File: config.mk
export PLATFORM = sky130hd
export DESIGN_NAME = pwm_duty_meter_flat
export DESIGN_NICKNAME = d
export VERILOG_FILES = /design/src/rtl/pwm_duty_meter_if.sv /design/src/rtl/pwm_duty_meter.sv /design/src/flat_wrapper.sv
export SDC_FILE = /design/constraint.sdc
export NUM_CORES = 1
export LEC_CHECK = 0
export CAP_MARGIN = 20
export CORE_ASPECT_RATIO = 0.7
export CORE_MARGIN = 2
export CORE_UTILIZATION = 32
export CTS_CLUSTER_DIAMETER = 50
export CTS_CLUSTER_SIZE = 8
export DETAILED_ROUTE_END_ITERATION = 6
export PLACE_DENSITY_LB_ADDON = 0.08
export RECOVER_POWER = 50
export SYNTH_ARGS = -nofsm -noshare
export SYNTH_HDL_FRONTEND = slang
export SYNTH_SLANG_ARGS = --single-unit
File: constraint.sdc
create_clock -name clock -period 6.5 [get_ports clock]
set_clock_uncertainty 0.2 [all_clocks]
set_input_delay 1.3 -clock clock [delete_from_list [all_inputs] [get_ports clock]]
set_output_delay 1.3 -clock clock [all_outputs]
set_load 0.05 [all_outputs]
File: src/rtl/pwm_duty_meter_if.sv
// Result bundle of the PWM duty meter.
// The meter drives it; slow-control logic consumes it.
interface pwm_duty_meter_if #(
    parameter int MXCNTBITS  = 16,
    parameter int MXDUTYBITS = 8
);
    logic [MXDUTYBITS-1:0] duty;
    logic [MXCNTBITS-1:0]  period;
    logic [MXCNTBITS-1:0]  high_time;
    logic                  valid;
    logic                  stuck;

    modport master (
        output duty, period, high_time, valid, stuck
    );

    modport slave (
        input duty, period, high_time, valid, stuck
    );
endinterface

File: src/rtl/pwm_duty_meter.sv
// PWM duty/period meter.
// Sync, period/high counters, restoring divider, stuck flag.
module pwm_duty_meter #(
    parameter int MXCNTBITS  = 16,
    parameter int MXDUTYBITS = 8
) (
    input  logic                clock,
    input  logic                reset,
    input  logic                pwm_in,
    pwm_duty_meter_if.master    meas
);
    localparam logic [MXCNTBITS-1:0] CNT_MAX = '1;
    localparam logic [MXCNTBITS-1:0] CNT_ONE = MXCNTBITS'(1);
    localparam int STEPW = $clog2(MXDUTYBITS);
    localparam logic [STEPW-1:0] STEP_LAST = STEPW'(MXDUTYBITS - 1);

    typedef enum logic [1:0] {IDLE, DIVIDE, DONE} state_t;

    state_t                 state;
    logic                   s1, s2, s3;
    logic                   rise;
    logic [MXCNTBITS-1:0]   per_cnt, hi_cnt;
    logic                   armed;
    logic [MXCNTBITS-1:0]   cap_per, cap_hi;
    logic [MXCNTBITS:0]     rem, rem_sh, rem_nx;
    logic                   qbit;
    logic [MXDUTYBITS-1:0]  quot, quot_nx;
    logic [STEPW-1:0]       step;
    logic                   sat;

    assign rise = s2 & ~s3;

    // Synchronise pwm_in and count period / high-time since last rise.
    always_ff @(posedge clock) begin
        if (reset) begin
            s1      <= 1'b0;
            s2      <= 1'b0;
            s3      <= 1'b0;
            per_cnt <= '0;
            hi_cnt  <= '0;
        end else begin
            s1 <= pwm_in;
            s2 <= s1;
            s3 <= s2;
            if (rise) begin
                per_cnt <= CNT_ONE;
                hi_cnt  <= CNT_ONE;
            end else begin
                if (per_cnt != CNT_MAX)
                    per_cnt <= per_cnt + 1'b1;
                if (s2 && hi_cnt != CNT_MAX)
                    hi_cnt <= hi_cnt + 1'b1;
            end
        end
    end

    // One restoring-division step: shift, trial subtract, quotient bit.
    always_comb begin
        rem_sh  = {rem[MXCNTBITS-1:0], 1'b0};
        qbit    = (rem_sh >= {1'b0, cap_per});
        rem_nx  = qbit ? (rem_sh - {1'b0, cap_per}) : rem_sh;
        quot_nx = {quot[MXDUTYBITS-2:0], qbit};
        sat     = (cap_hi >= cap_per);
    end

    // Capture, divide and publish results; outputs land on the edge
    // that enters DONE so valid and data appear together.
    always_ff @(posedge clock) begin
        if (reset) begin
            state          <= IDLE;
            armed          <= 1'b0;
            cap_per        <= '0;
            cap_hi         <= '0;
            rem            <= '0;
            quot           <= '0;
            step           <= '0;
            meas.duty      <= '0;
            meas.period    <= '0;
            meas.high_time <= '0;
            meas.valid     <= 1'b0;
            meas.stuck     <= 1'b0;
        end else begin
            meas.valid <= 1'b0;
            unique case (state)
                IDLE: begin
                    if (per_cnt == CNT_MAX && !meas.stuck) begin
                        meas.stuck     <= 1'b1;
                        meas.duty      <= s2 ? '1 : '0;
                        meas.period    <= '0;
                        meas.high_time <= '0;
                        meas.valid     <= 1'b1;
                        armed          <= 1'b0;
                    end else if (rise) begin
                        if (!armed) begin
                            armed <= 1'b1;
                        end else begin
                            cap_per <= per_cnt;
                            cap_hi  <= hi_cnt;
                            rem     <= {1'b0, hi_cnt};
                            quot    <= '0;
                            step    <= '0;
                            state   <= DIVIDE;
                        end
                    end
                end
                DIVIDE: begin
                    rem  <= rem_nx;
                    quot <= quot_nx;
                    step <= step + 1'b1;
                    if (step == STEP_LAST) begin
                        meas.duty      <= sat ? '1 : quot_nx;
                        meas.period    <= cap_per;
                        meas.high_time <= cap_hi;
                        meas.stuck     <= 1'b0;
                        meas.valid     <= 1'b1;
                        state          <= DONE;
                    end
                end
                DONE: begin
                    state <= IDLE;
                end
                default: begin
                    state <= IDLE;
                end
            endcase
        end
    end
endmodule

File: src/flat_wrapper.sv
// flat-port wrapper written by rule: the top's interface ports become plain ports
module pwm_duty_meter_flat 
#(
    parameter int MXCNTBITS  = 16,
    parameter int MXDUTYBITS = 8
)
  (clock, reset, pwm_in, meas_duty, meas_period, meas_high_time, meas_valid, meas_stuck);
  pwm_duty_meter_if #(.MXCNTBITS(MXCNTBITS), .MXDUTYBITS(MXDUTYBITS)) meas_i ();
  input  logic clock;
  input  logic reset;
  input  logic pwm_in;
  output wire logic [$bits(meas_i.duty)-1:0] meas_duty;
  output wire logic [$bits(meas_i.period)-1:0] meas_period;
  output wire logic [$bits(meas_i.high_time)-1:0] meas_high_time;
  output wire logic [$bits(meas_i.valid)-1:0] meas_valid;
  output wire logic [$bits(meas_i.stuck)-1:0] meas_stuck;
  assign meas_duty = meas_i.duty;
  assign meas_period = meas_i.period;
  assign meas_high_time = meas_i.high_time;
  assign meas_valid = meas_i.valid;
  assign meas_stuck = meas_i.stuck;
  pwm_duty_meter #(.MXCNTBITS(MXCNTBITS), .MXDUTYBITS(MXDUTYBITS)) u_core (.clock(clock), .reset(reset), .pwm_in(pwm_in), .meas(meas_i));
endmodule
== After elaboration in Yosys (flattened, before gate mapping) ==
Index checks and enable logic that the tools add are counted.

* $add $sub $neg: 4
* Order comparisons: 2
* Eq/ne operators: 10
* Muxes and demuxes: 40
* Bitwise gates (word level): 3
* Reduce and logical (&&, ||, !) cells: 14

{| class="wikitable"
|+ Operators with widths
! kind !! count
|-
| 16-bit two-way mux || 7
|-
| 16-bit one-hot mux with 2 select lines || 3
|-
| 16-bit by 1-bit adder with 16-bit output, second input constant || 2
|-
| 8-bit two-way mux || 4
|-
| 16-bit inequality test, second input constant || 2
|-
| 7-bit two-way mux || 3
|-
| 17-bit by 16-bit greater-or-equal comparator with 1-bit output || 1
|-
| 16-bit == test, second input constant || 1
|-
| 16-bit greater-or-equal comparator || 1
|-
| 8-bit one-hot mux with 2 select lines || 1
|-
| 16-bit subtractor || 1
|-
| 7-bit one-hot mux with 2 select lines || 1
|-
| 4-bit AND reduction || 3
|-
| 1-bit two-way mux || 10
|-
| 3-bit two-way mux || 3
|-
| 2-bit two-way mux || 4
|-
| 2-bit by 1-bit inequality test with 1-bit output, second input constant || 4
|-
| 2-bit nonzero test || 4
|-
| 3-bit one-hot mux with 2 select lines || 1
|-
| 1-bit one-hot mux with 2 select lines || 2
|-
| 2-bit one-hot mux with 2 select lines || 1
|-
| 3-bit by 1-bit adder with 3-bit output, second input constant || 1
|-
| 3-bit == test, second input constant || 1
|-
| 3-bit AND reduction || 1
|-
| 9 further kinds || 11
|}

* Register bits after elaboration: 138
* Word-level logic and storage cells: 92

== Longest topological paths before layout ==
Gate-level depths: netlist of run 1.

* Depth in word-level cells: 5
* Mapped depth: 11
* Mapped depth without buffers: 9

== Least setup slack after synthesis of run 1 ==
OpenSTA, ideal clock, no wires.

* Path kind: register -> register
* From: reg u_core.cap_per[14]
* To: reg u_core.rem[1]
* Arrival time: 2.234 ns
* Path slack: 3.937 ns
* Stages on the path, launching flop included: 11
* Buffers on the path: 2
* Cell sequence: dfxtp_1 inv_1 ha_1 a21o_1 a211o_1 or2_1 o32a_1 buf_4 buf_6 a21oi_1 o41ai_2

* Cells in the longest elaborated chain, start to end: 3

{| class="wikitable"
|+ RTL lines
! element !! RTL line !! source
|-
| start: declaration || pwm_duty_meter.sv:24 || <nowiki>logic [MXCNTBITS-1:0] cap_per, cap_hi;</nowiki>
|-
| start signal: assignment || pwm_duty_meter.sv:97 || <nowiki>cap_per <= per_cnt;</nowiki>
|-
| 17-bit by 16-bit greater-or-equal comparator with 1-bit output || pwm_duty_meter.sv:60 || <nowiki>qbit = (rem_sh >= {1'b0, cap_per});</nowiki>
|-
| 16-bit two-way mux || pwm_duty_meter.sv:61 || <nowiki>rem_nx = qbit ? (rem_sh - {1'b0, cap_per}) : rem_sh;</nowiki>
|-
| 16-bit one-hot mux with 2 select lines || pwm_duty_meter.sv:84 || <nowiki>unique case (state)</nowiki>
|-
| end signal: assignment || pwm_duty_meter.sv:99 || <nowiki>rem <= {1'b0, hi_cnt};</nowiki>
|-
| end signal: assignment || pwm_duty_meter.sv:107 || <nowiki>rem <= rem_nx;</nowiki>
|-
| end: declaration || pwm_duty_meter.sv:25 || <nowiki>logic [MXCNTBITS:0] rem, rem_sh, rem_nx;</nowiki>
|}

No other way between the ends.
A chain may end at the register's enable or synchronous reset.

== Worst setup path after layout of run 1 ==
* From: reg u_core.state[0]
* To: reg u_core.meas.duty[5]

* Cells in the longest elaborated chain, start to end: 3

{| class="wikitable"
|+ RTL lines
! element !! RTL line !! source
|-
| start: declaration || pwm_duty_meter.sv:19 || <nowiki>state_t state;</nowiki>
|-
| start signal: assignment || pwm_duty_meter.sv:70 || <nowiki>state <= IDLE;</nowiki>
|-
| start signal: assignment || pwm_duty_meter.sv:102 || <nowiki>state <= DIVIDE;</nowiki>
|-
| start signal: assignment || pwm_duty_meter.sv:116 || <nowiki>state <= DONE;</nowiki>
|-
| 2-bit by 1-bit == test with 1-bit output / 2-bit logical NOT (equally long branches) || pwm_duty_meter.sv:84 ||
|-
| 2-bit by 1-bit inequality test with 1-bit output (no source line) / 2-bit nonzero test (equally long branches) || -- ||
|-
| 3-bit AND reduction (no source line) || -- ||
|-
| end signal: assignment || pwm_duty_meter.sv:88 || <nowiki>meas.duty <= s2 ? '1 : '0;</nowiki>
|-
| end signal: assignment || pwm_duty_meter.sv:111 || <nowiki>meas.duty <= sat ? '1 : quot_nx;</nowiki>
|-
| end: declaration || pwm_duty_meter_if.sv:14 || <nowiki>output duty, period, high_time, valid, stuck</nowiki>
|}

Several ways; a longest one is shown, not always the timed one.

==> flow_results.xml, run 1 <==
<?xml version="1.0" encoding="UTF-8"?>
<metrics>
  <group name="status">
    <metric name="run_status" unit="">completed</metric>
  </group>
  <group name="yosys">
    <metric name="synth-warning-count" unit="">0</metric>
    <metric name="synth_ff_type" unit="">sky130_fd_sc_hd__dfxtp_1</metric>
    <metric name="post_synth_edffs" unit="">0</metric>
    <metric name="synth_nets" unit="">798</metric>
    <metric name="seq_area_frac_synth" unit="%">42.2</metric>
    <metric name="average_size_of_a_mapped_cell" unit="sq um">8.64</metric>
    <metric name="synth_area" unit="sq um">6550</metric>
    <metric name="postSynthRegisterBits" unit="">138</metric>
    <metric name="synthesis.instances" unit="">758</metric>
    <metric name="synthArstFlopShare" unit="%">0</metric>
    <metric name="ys_types" unit="">62</metric>
  </group>
  <group name="sta">
    <metric name="final_layout_worst_hold_slack" unit="ps">252</metric>
    <metric name="max_clock_freq" unit="GHz">0.216</metric>
    <metric name="totalNegativeSetupSlack" unit="ps">0</metric>
    <metric name="maxSlewViolCount" unit="">0</metric>
    <metric name="report.final.setup_viol" unit="">0</metric>
    <metric name="fin_crit_sh" unit="%">71.4</metric>
    <metric name="final_period_demand_of_the_worst_path" unit="ps">4640</metric>
    <metric name="timing.final.ws_setup" unit="ps">1860</metric>
    <metric name="rsz_0062_raised_after_global_routing" unit="">no</metric>
    <metric name="worstMarginPinSlew" unit="ps">1440</metric>
    <metric name="slew_headroom" unit="%">4.32</metric>
    <metric name="timing_hold_violations_final" unit="">0</metric>
  </group>
  <group name="worst_hold_path">
    <metric name="worstHoldPathType" unit="">reg -&gt; reg</metric>
    <metric name="min_from" unit="">u_core.meas.period[3]</metric>
  </group>
  <group name="setup_path">
    <metric name="cp_data_arrival_time" unit="ps">4690</metric>
    <metric name="nature_of_the_critical_path_endpoint" unit="">register</metric>
    <metric name="worstSetupPathType" unit="">reg -&gt; reg</metric>
    <metric name="critical_path.startpoint_type" unit="">register</metric>
    <metric name="critical-path-slowest-cell" unit="">sky130_fd_sc_hd__nor3_1</metric>
    <metric name="largest_stage_delay_on_the_critical_path" unit="ps">1100</metric>
    <metric name="timing.critical_path.cells" unit="">nor2b_1 -&gt; clkbuf_1 -&gt; a21oi_1 -&gt; nor3_1 -&gt; a211oi_1</metric>
    <metric name="crit-reg2reg-launch" unit="">u_core.state[0]</metric>
    <metric name="timing.critical_path.from" unit="">u_core.state[0]</metric>
    <metric name="timing.critical_path.buf_inv" unit="">1</metric>
    <metric name="worst_ep_required_time" unit="ps">6550</metric>
    <metric name="worst-path-max-fanout" unit="">26</metric>
    <metric name="worst_path_dominant_cell_family" unit="">simple AND/OR/NAND/NOR gates</metric>
  </group>
  <group name="pwr">
    <metric name="power_density" unit="nW/um^2">252</metric>
    <metric name="peakVddDrop" unit="uV">144</metric>
    <metric name="totalPowerFinal" unit="uW">1970</metric>
    <metric name="power.leakage" unit="uW">0.00289</metric>
  </group>
  <group name="routing">
    <metric name="wire_length_per_cell" unit="um">16.7</metric>
    <metric name="route.detailed.drc" unit="">0</metric>
    <metric name="drt.antenna.violating_nets" unit="">0</metric>
    <metric name="vias_per_cell" unit="">5.08</metric>
    <metric name="firstDrtPassIters" unit="">5</metric>
    <metric name="num_vias" unit="">5438</metric>
    <metric name="first_iter_violations" unit="">338</metric>
    <metric name="totalWireLength" unit="mm">17.9</metric>
  </group>
  <group name="layout">
    <metric name="final_cell_mix" unit="">138 x sky130_fd_sc_hd__dfxtp_1, 115 x sky130_fd_sc_hd__nand2_1, 79 x sky130_fd_sc_hd__a21oi_1</metric>
    <metric name="sequential_cell_area" unit="sq um">2760</metric>
    <metric name="areaGrowthSynthToFinish" unit="%">19.4</metric>
    <metric name="layout.filler_cells" unit="">2028</metric>
    <metric name="finalCoreUtilization" unit="%">39.2</metric>
    <metric name="nNetsFinal" unit="">828</metric>
    <metric name="post_route_cells_drive_above_1_share" unit="%">6.49</metric>
    <metric name="layout_commonest_cell" unit="">sky130_fd_sc_hd__dfxtp_1</metric>
    <metric name="antenna-diode-count" unit="">0</metric>
    <metric name="multiInputGateArea" unit="sq um">3470</metric>
  </group>
  <group name="grt">
    <metric name="grt_pass1_wl" unit="mm">29.3</metric>
    <metric name="largest_net_degree_at_the_start_of_global_routing" unit="">75</metric>
    <metric name="globalRouteOverflowTotal" unit="">0</metric>
    <metric name="gr-usage-all-layers" unit="%">17.5</metric>
    <metric name="first_global_vias" unit="">5222</metric>
    <metric name="grt_antenna_before_repair" unit="">0</metric>
  </group>
  <group name="place">
    <metric name="dp_worst_setup_slack" unit="ps">2460</metric>
    <metric name="place_congestion" unit="">0.837</metric>
    <metric name="portBuffers" unit="">44</metric>
    <metric name="hpwl" unit="mm">13.0</metric>
  </group>
  <group name="clock_tree">
    <metric name="clock_latency_reported_for_the_late_side_of_the_worst_skew_pair" unit="ps">420</metric>
    <metric name="cts_tree" unit="">yes</metric>
    <metric name="postCtsSetupBuffers" unit="">0</metric>
    <metric name="clock_sinks" unit="">138</metric>
    <metric name="cts_repair_resize_count" unit="">0</metric>
    <metric name="cts_root_buf" unit="">sky130_fd_sc_hd__clkbuf_16</metric>
    <metric name="cts.clk_slew.worst_paths" unit="ps">60</metric>
    <metric name="cts.htree.levels" unit="">4</metric>
    <metric name="cts_made_buffers" unit="">17</metric>
    <metric name="ctsHoldBuffers" unit="">0</metric>
    <metric name="max-clock-path-buffers" unit="">2</metric>
  </group>
  <group name="floorplanning">
    <metric name="chipWidth" unit="um">175</metric>
    <metric name="i_o_pin_cnt" unit="">45</metric>
    <metric name="total_core_area" unit="sq um">20000</metric>
    <metric name="initial_core_util" unit="%">32.8</metric>
    <metric name="total_die_area" unit="sq um">21700</metric>
    <metric name="chipHeight" unit="um">124</metric>
    <metric name="fp-row-count" unit="">43</metric>
  </group>
  <group name="run">
    <metric name="drv_cap" unit="">0</metric>
  </group>
</metrics>
[registers in the layout (all words and copies together), names as in the netlist, 2 cells and up]
name	flops
u_core.cap_hi	16
u_core.cap_per	16
u_core.hi_cnt	16
u_core.meas.duty	8
u_core.meas.high_time	16
u_core.meas.period	16
u_core.per_cnt	16
u_core.quot	7
u_core.rem	16
u_core.state	2
u_core.step	3
[synth_stat cells (all sizes together), types with 3 or more instances]
library cell,number,area [sq um]
nor3,12,71.3
xor2,15,131
o21a,3,22.5
o22ai,3,18.8
a31oi,7,43.8
nand4,14,93.8
nor3b,3,22.5
and3,7,43.8
nor4,4,40.0
nand2b,7,43.8
nor2b,6,37.5
a21o,7,52.6
o21ai,15,75.1
mux2,5,56.3
a22o,24,210
inv,26,97.6
o41ai,4,42.6
a21oi,79,399
a211oi,15,123
xnor2,21,184
buf,15,113
clkbuf,25,95.1
nand2,115,432
nand3,31,155
nor2,71,277
mux2i,16,160
ha,36,450
a41oi,3,26.3
dfxtp,138,2760
[worst register-to-register path, cell delays in order (launching register included)]
cell and delay [ps]:
sky130_fd_sc_hd__dfxtp_1 430, sky130_fd_sc_hd__nor2b_1 1050, sky130_fd_sc_hd__clkbuf_1 950, sky130_fd_sc_hd__a21oi_1 550, sky130_fd_sc_hd__nor3_1 1100, sky130_fd_sc_hd__a211oi_1 200
[final cells by class]
cell class / instances / area share (%)
Multi-Input combinational cell: 554 / 44.3
Inverter: 26 / 1.25
Tap cell: 270 / 4.32
Timing Repair Buffer: 51 / 6.59
Sequential cell: 138 / 35.3
Clock buffer: 19 / 5.79
Clock inverter: 13 / 2.41
[final timing paths]
| path | cells past startpoint | to | slack, ps |
|---|---|---|---|
| worst max-delay path | 5 | u_core.meas.duty[5] | 1860 |
| worst min-delay path | 2 | u_core.meas.period[3] | 250 |
| worst max register to register | 5 | u_core.meas.duty[5] | 1860 |
| worst min register to register | 2 | u_core.meas.period[3] | 250 |
[layer usage]
metal	share of wire, %	track usage [%]
met5	0	0
met4	0.57	4.53
met3	4.2	3.45
met2	43	26.8
met1	53	25.1
[report_power, final]
group          switching [uW]  total, uW  internal (uW)
Sequential               6.04        857            851
Clock                     389       1060            666
Combinational            41.3       61.7           20.4
Total                     437       1970           1540
[per-stage QoR]
stage,instances,cell area [sq um]
finish,1071,7820
global route,1071,7820
floorplan,758,6550
global placement,1036,7150
detailed placement,1037,7180
CTS,1069,7820
[cells by family (layout without fill, tap and decap cells)]
logic type / count (synthesis) / count (layout) / synth area share, %
AND/OR/NAND/NOR: 279 / 279 / 19.7
multiplexers: 21 / 21 / 3.30
XOR/XNOR: 36 / 36 / 4.81
AO/OA/AOI/OAI: 181 / 181 / 18.2
flip-flops: 138 / 138 / 42.2
adder cells (fa/ha/maj): 37 / 37 / 7.18
buffers and inverters: 66 / 109 / 4.66
Note: power is estimated with default switching activity, not from simulation.
==> run 2, diff against run 1 <==
clock period = 4.8 ns   (was 6.5 ns; I/O delays follow)
==> run 2 against run 1 <==
Effect of this change:
- the run now ends with design-rule violations, max-capacitance violations, max-slew violations left
- register-to-register slack got worse by 760 ps
- total power grew 30%
- core utilization fell by 0.45 points
- die area did not move
- non-clock buffer count increased by 2
- global-route usage increased by 1.4 points
- worst setup slack worse by 760 ps
- hold slack lost 2.0 ps
- critical path type unchanged
- highest routed layer unchanged
==> flow_results.xml, run 2 (synthesis gave the netlist of run 1 again) <==
<?xml version="1.0" encoding="UTF-8"?>
<metrics>
  <group name="pwr">
    <metric name="totalPowerFinal" unit="uW">2570</metric>
    <metric name="peakVddDrop" unit="uV">191</metric>
    <metric name="power.leakage" unit="uW">0.00290</metric>
    <metric name="power_density" unit="nW/um^2">332</metric>
  </group>
  <group name="floorplanning">
    <metric name="total_die_area" unit="sq um">21700</metric>
    <metric name="chipWidth" unit="um">175</metric>
    <metric name="fp-row-count" unit="">43</metric>
    <metric name="total_core_area" unit="sq um">20000</metric>
    <metric name="i_o_pin_cnt" unit="">45</metric>
    <metric name="chipHeight" unit="um">124</metric>
    <metric name="initial_core_util" unit="%">32.8</metric>
  </group>
  <group name="clock_tree">
    <metric name="cts.clk_slew.worst_paths" unit="ps">60</metric>
    <metric name="cts.htree.levels" unit="">4</metric>
    <metric name="clock_sinks" unit="">138</metric>
    <metric name="postCtsSetupBuffers" unit="">0</metric>
    <metric name="cts_tree" unit="">yes</metric>
    <metric name="max-clock-path-buffers" unit="">2</metric>
    <metric name="cts_repair_resize_count" unit="">0</metric>
    <metric name="ctsHoldBuffers" unit="">0</metric>
    <metric name="clock_latency_reported_for_the_late_side_of_the_worst_skew_pair" unit="ps">420</metric>
    <metric name="cts_made_buffers" unit="">17</metric>
    <metric name="cts_root_buf" unit="">sky130_fd_sc_hd__clkbuf_16</metric>
  </group>
  <group name="sta">
    <metric name="slew_headroom" unit="%">-14.0</metric>
    <metric name="worstMarginPinSlew" unit="ps">1710</metric>
    <metric name="totalNegativeSetupSlack" unit="ps">0</metric>
    <metric name="timing_hold_violations_final" unit="">0</metric>
    <metric name="report.final.setup_viol" unit="">0</metric>
    <metric name="maxSlewViolCount" unit="">74</metric>
    <metric name="max_clock_freq" unit="GHz">0.270</metric>
    <metric name="final_period_demand_of_the_worst_path" unit="ps">3700</metric>
    <metric name="rsz_0062_raised_after_global_routing" unit="">no</metric>
    <metric name="fin_crit_sh" unit="%">77.0</metric>
  </group>
  <group name="routing">
    <metric name="num_vias" unit="">5640</metric>
    <metric name="vias_per_cell" unit="">5.27</metric>
    <metric name="route.detailed.drc" unit="">9</metric>
    <metric name="wire_length_per_cell" unit="um">18.2</metric>
    <metric name="totalWireLength" unit="mm">19.4</metric>
    <metric name="drt.antenna.violating_nets" unit="">0</metric>
    <metric name="firstDrtPassIters" unit="">7</metric>
    <metric name="first_iter_violations" unit="">404</metric>
  </group>
  <group name="layout">
    <metric name="final_cells" unit="">1070</metric>
    <metric name="layout.filler_cells" unit="">2042</metric>
    <metric name="final_cell_mix" unit="">138 x sky130_fd_sc_hd__dfxtp_1, 115 x sky130_fd_sc_hd__nand2_1, 79 x sky130_fd_sc_hd__a21oi_1</metric>
    <metric name="nNetsFinal" unit="">830</metric>
    <metric name="areaGrowthSynthToFinish" unit="%">18.0</metric>
    <metric name="finalCoreUtilization" unit="%">38.7</metric>
    <metric name="post_route_cells_drive_above_1_share" unit="%">6.13</metric>
    <metric name="antenna-diode-count" unit="">0</metric>
    <metric name="layout_commonest_cell" unit="">sky130_fd_sc_hd__dfxtp_1</metric>
  </group>
  <group name="grt">
    <metric name="gr-usage-all-layers" unit="%">18.9</metric>
    <metric name="globalRouteOverflowTotal" unit="">0</metric>
    <metric name="largest_net_degree_at_the_start_of_global_routing" unit="">74</metric>
    <metric name="first_global_vias" unit="">5377</metric>
    <metric name="grt_antenna_before_repair" unit="">0</metric>
    <metric name="grt_pass1_wl" unit="mm">31.3</metric>
  </group>
  <group name="place">
    <metric name="hpwl" unit="mm">14.0</metric>
    <metric name="place_congestion" unit="">0.881</metric>
    <metric name="placed_cells" unit="">1040</metric>
    <metric name="portBuffers" unit="">44</metric>
  </group>
  <group name="setup_path">
    <metric name="cp_data_arrival_time" unit="ps">3790</metric>
    <metric name="critical_path.startpoint_type" unit="">register</metric>
    <metric name="worst_ep_required_time" unit="ps">4900</metric>
    <metric name="nature_of_the_critical_path_endpoint" unit="">register</metric>
    <metric name="worstSetupPathType" unit="">reg -&gt; reg</metric>
    <metric name="worst-path-max-fanout" unit="">24</metric>
  </group>
  <group name="run">
    <metric name="drv_cap" unit="">1</metric>
  </group>
  <group name="status">
    <metric name="run_status" unit="">finished, violations left</metric>
    <metric name="violations" unit="">design-rule violations, max-capacitance violations, max-slew violations</metric>
  </group>
  <group name="worst_hold_path">
    <metric name="worstHoldPathType" unit="">reg -&gt; reg</metric>
  </group>
</metrics>
## run 2: cell count changes in the layout (fill, tap and decap cells not counted), sizes merged
| cell | delta |
|---|---|
| inv | -2 |
| bufinv | -1 |
| clkinvlp | +2 |
| clkdlybuf4s50 | -17 |
| dlygate4sd3 | +17 |
## run 2: through the flow
step | instance area (sq um) | worst slack (ps) | hold slack, ps
2_1_floorplan | 6550 | 2240 | 214
3_3_place_gp | 7170 | 1520 | 224
3_5_place_dp | 7190 | 1510 | 233
4_1_cts | 7770 | 1490 | 257
5_1_grt | 7730 | 707 | 273
6_report | 7730 | 1100 | 250
## run 2: cell type report
| class | instances | area [sq um] | share of cell area, % |
|---|---|---|---|
| multi-input cells | 554 | 3460 | 44.7 |
| well taps | 270 | 338 | 4.37 |
| clock inverters | 12 | 153 | 1.97 |
| repair buffers | 53 | 499 | 6.46 |
| inverters | 26 | 97.6 | 1.26 |
| flip-flops and latches | 138 | 2760 | 35.7 |
| clock buffers | 17 | 425 | 5.50 |
## run 2: critical path, cell delays in order, from the launching register on
cell and delay [ps]:
sky130_fd_sc_hd__dfxtp_1 410, sky130_fd_sc_hd__ha_1 200, sky130_fd_sc_hd__and4_1 270, sky130_fd_sc_hd__nand4_1 150, sky130_fd_sc_hd__or2_0 580, sky130_fd_sc_hd__nor4_1 520
sky130_fd_sc_hd__a21o_1 600, sky130_fd_sc_hd__nor2_4 260, sky130_fd_sc_hd__a22o_1 350
## run 2: per-layer routing
layer | vias to the layer above | global-route usage [%] | share of wire [%]
met2 | 182 | 26.9 | 40
met1 | 2701 | 27.8 | 52
met3 | 22 | 4.49 | 6.6
li1 | 2735 | - | -
met5 | - | 0 | 0
met4 | 0 | 5.89 | 1.6
## run 2: worst paths after layout
kind                            depth (start not counted)         startpoint  slack, ps                     to
worst max-delay path                                    8  u_core.per_cnt[0]       1100  u_core.meas.period[8]
worst min-delay path                                    1          u_core.s1        250              u_core.s2
worst max register to register                          8  u_core.per_cnt[0]       1100  u_core.meas.period[8]
worst min register to register                          1          u_core.s1        250              u_core.s2
## run 2: power breakdown
group          internal [uW]  total (uW)  switching, uW
Clock                    807        1320            512
Sequential              1150        1160           8.49
Combinational           26.1        86.2           60.1
==> run 3, diff against run 2 <==
clock period = 3.76 ns   (was 4.8 ns; I/O delays follow)
==> run 3 against run 2 <==
Effect of this change:
- the run ends with max-capacitance violations, max-slew violations left
- sequential share of layout area fell by 0.30 points
- final area grew 0.86%
- cell count is 0.84% higher
- worst setup slack got worse by 640 ps
- die area unchanged
- first-iteration DRC count up 9.7%
- register-to-register slack lost 640 ps
- clock-buffer cell count is 5 higher
- critical path depth rose by 1
- sequential power up 28%
==> flow_results.xml, run 3 (synthesis gave the netlist of run 1 again) <==
<?xml version="1.0" encoding="UTF-8"?>
<metrics>
  <group name="clock_tree">
    <metric name="cts_repair_resize_count" unit="">0</metric>
    <metric name="ctsHoldBuffers" unit="">0</metric>
    <metric name="cts_made_buffers" unit="">17</metric>
    <metric name="cts.htree.levels" unit="">4</metric>
    <metric name="clock_sinks" unit="">138</metric>
    <metric name="clock_latency_reported_for_the_late_side_of_the_worst_skew_pair" unit="ps">420</metric>
    <metric name="cts.clk_slew.worst_paths" unit="ps">60</metric>
    <metric name="cts_root_buf" unit="">sky130_fd_sc_hd__clkbuf_16</metric>
    <metric name="postCtsSetupBuffers" unit="">0</metric>
    <metric name="cts_tree" unit="">yes</metric>
    <metric name="max-clock-path-buffers" unit="">2</metric>
  </group>
  <group name="layout">
    <metric name="post_route_cells_drive_above_1_share" unit="%">7.17</metric>
    <metric name="sequential_cell_area" unit="sq um">2760</metric>
    <metric name="multiInputGateArea" unit="sq um">3480</metric>
    <metric name="areaGrowthSynthToFinish" unit="%">19.1</metric>
    <metric name="nNetsFinal" unit="">836</metric>
    <metric name="layout_commonest_cell" unit="">sky130_fd_sc_hd__dfxtp_1</metric>
    <metric name="fin_area" unit="sq um">7800</metric>
    <metric name="final_cell_mix" unit="">138 x sky130_fd_sc_hd__dfxtp_1, 115 x sky130_fd_sc_hd__nand2_1, 78 x sky130_fd_sc_hd__a21oi_1</metric>
    <metric name="antenna-diode-count" unit="">0</metric>
    <metric name="layout.filler_cells" unit="">2044</metric>
  </group>
  <group name="setup_path">
    <metric name="worst-path-max-fanout" unit="">16</metric>
    <metric name="reg_to_reg_setup_timing_slack" unit="ps">460</metric>
    <metric name="worstSetupPathType" unit="">reg -&gt; reg</metric>
    <metric name="critical_path.reg2reg.endpoint" unit="">u_core.cap_per[4]</metric>
    <metric name="critical_path_depth" unit="">9</metric>
    <metric name="critical_path.startpoint_type" unit="">register</metric>
    <metric name="worst_ep_required_time" unit="ps">3780</metric>
    <metric name="worst_path_dominant_cell_family" unit="">simple AND/OR/NAND/NOR gates</metric>
    <metric name="timing.critical_path.buf_inv" unit="">1</metric>
    <metric name="cp_data_arrival_time" unit="ps">3310</metric>
    <metric name="crit-reg2reg-launch" unit="">u_core.per_cnt[0]</metric>
    <metric name="nature_of_the_critical_path_endpoint" unit="">register</metric>
    <metric name="largest_stage_delay_on_the_critical_path" unit="ps">790</metric>
    <metric name="timing.critical_path.cells" unit="">ha_1 -&gt; and4_1 -&gt; nand4_2 -&gt; or2_0 -&gt; o21ai_0 -&gt; nor2_2 -&gt; buf_4 -&gt; nand2_1 -&gt; a21oi_1</metric>
    <metric name="critical-path-slowest-cell" unit="">sky130_fd_sc_hd__o21ai_0</metric>
    <metric name="r2r_cells" unit="">9</metric>
  </group>
  <group name="routing">
    <metric name="num_vias" unit="">5514</metric>
    <metric name="route.detailed.drc" unit="">0</metric>
    <metric name="vias_per_cell" unit="">5.11</metric>
    <metric name="totalWireLength" unit="mm">19.3</metric>
    <metric name="firstDrtPassIters" unit="">5</metric>
    <metric name="drt.antenna.violating_nets" unit="">0</metric>
    <metric name="wire_length_per_cell" unit="um">17.9</metric>
    <metric name="first_iter_violations" unit="">443</metric>
  </group>
  <group name="worst_hold_path">
    <metric name="hold_depth" unit="">1</metric>
    <metric name="min_to" unit="">u_core.s2</metric>
    <metric name="worstHoldPathType" unit="">reg -&gt; reg</metric>
    <metric name="min_from" unit="">u_core.s1</metric>
  </group>
  <group name="place">
    <metric name="place_congestion" unit="">0.868</metric>
    <metric name="postPlaceCellArea" unit="sq um">7230</metric>
    <metric name="portBuffers" unit="">44</metric>
    <metric name="hpwl" unit="mm">14.0</metric>
    <metric name="dp_worst_setup_slack" unit="ps">646</metric>
  </group>
  <group name="grt">
    <metric name="gr-usage-all-layers" unit="%">18.6</metric>
    <metric name="grt_pass1_wl" unit="mm">30.9</metric>
    <metric name="first_global_vias" unit="">5261</metric>
    <metric name="globalRouteOverflowTotal" unit="">0</metric>
    <metric name="grt_antenna_before_repair" unit="">0</metric>
    <metric name="largest_net_degree_at_the_start_of_global_routing" unit="">74</metric>
  </group>
  <group name="sta">
    <metric name="timing.final.ws_setup" unit="ps">462</metric>
    <metric name="report.final.setup_viol" unit="">0</metric>
    <metric name="fin_crit_sh" unit="%">87.7</metric>
    <metric name="slew_headroom" unit="%">-12.4</metric>
    <metric name="final_period_demand_of_the_worst_path" unit="ps">3300</metric>
    <metric name="max_clock_freq" unit="GHz">0.303</metric>
    <metric name="timing_hold_violations_final" unit="">0</metric>
    <metric name="maxSlewViolCount" unit="">74</metric>
    <metric name="rsz_0062_raised_after_global_routing" unit="">no</metric>
    <metric name="totalNegativeSetupSlack" unit="ps">0</metric>
    <metric name="worstMarginPinSlew" unit="ps">1690</metric>
  </group>
  <group name="pwr">
    <metric name="switching_share" unit="%">22.9</metric>
    <metric name="p_sw" unit="uW">750</metric>
    <metric name="power.leakage" unit="uW">0.00294</metric>
    <metric name="p_seq_share" unit="%">45.3</metric>
    <metric name="power.clock.fraction" unit="%">51.3</metric>
    <metric name="power_density" unit="nW/um^2">419</metric>
    <metric name="power.combinational.fraction" unit="%">3.3</metric>
    <metric name="p_int" unit="uW">2520</metric>
    <metric name="peakVddDrop" unit="uV">287</metric>
  </group>
  <group name="floorplanning">
    <metric name="total_die_area" unit="sq um">21700</metric>
    <metric name="chipWidth" unit="um">175</metric>
    <metric name="total_core_area" unit="sq um">20000</metric>
    <metric name="initial_core_util" unit="%">32.8</metric>
    <metric name="chipHeight" unit="um">124</metric>
    <metric name="i_o_pin_cnt" unit="">45</metric>
    <metric name="fp-row-count" unit="">43</metric>
  </group>
  <group name="run">
    <metric name="drv_cap" unit="">1</metric>
  </group>
  <group name="status">
    <metric name="run_status" unit="">finished, violations left</metric>
    <metric name="violations" unit="">max-capacitance violations, max-slew violations</metric>
  </group>
</metrics>
-- run 3: cell count changes in the layout (fill, tap and decap cells not counted), moves of 2 or more --
cell	previous run	this run
sky130_fd_sc_hd__clkbuf_8	0	2
sky130_fd_sc_hd__clkinv_4	1	3
sky130_fd_sc_hd__clkbuf_1	3	5
sky130_fd_sc_hd__buf_4	5	12
-- run 3: metal layers --
| layer | track usage, % | wire, um | up-vias |
|---|---|---|---|
| li1 | - | - | 2756 |
| met1 | 28.7 | 10600 | 2620 |
| met2 | 26.2 | 7540 | 131 |
| met3 | 4.00 | 1060 | 7 |
| met4 | 4.06 | 90 | 0 |
| met5 | 0 | 0 | - |
-- run 3: per-stage QoR --
stage / utilization, % / total power, uW / instances / hold WS (ps)
3_3_place_gp: 36.2 / 1620 / 1047 / 218
6_report: 39.1 / 3270 / 1079 / 236
5_1_grt: 39.1 / 3380 / 1079 / 259
3_5_place_dp: 36.2 / 1620 / 1047 / 225
4_1_cts: 39.2 / 3300 / 1079 / 240
2_1_floorplan: - / 1590 / 758 / 214
-- run 3: area by class of cell --
class / count / area share [%]
Timing Repair Buffer: 59 / 6.90
Multi-Input combinational cell: 554 / 44.6
Inverter: 26 / 1.25
Clock buffer: 22 / 5.95
Tap cell: 270 / 4.33
Sequential cell: 138 / 35.4
Clock inverter: 10 / 1.52
-- run 3: power by group through the flow --
| stage | Combinational [uW] | Clock [uW] | Sequential [uW] |
|---|---|---|---|
| detailed placement | 109 | 0 | 1510 |
| CTS | 110 | 1710 | 1480 |
| global placement | 110 | 0 | 1510 |
| finish | 109 | 1680 | 1480 |
| global route | 120 | 1770 | 1480 |
| floorplan | 78.7 | 0 | 1510 |
-- run 3: worst max-delay path by stage --
stage                               end          startpoint
floorplan                 u_core.rem[1]  u_core.cap_per[14]
global placement         u_core.rem[10]   u_core.cap_per[3]
detailed placement       u_core.rem[10]   u_core.cap_per[4]
CTS                 u_core.meas.duty[0]   u_core.cap_per[4]
global route        u_core.meas.duty[5]   u_core.per_cnt[0]
finish                u_core.cap_per[4]   u_core.per_cnt[0]
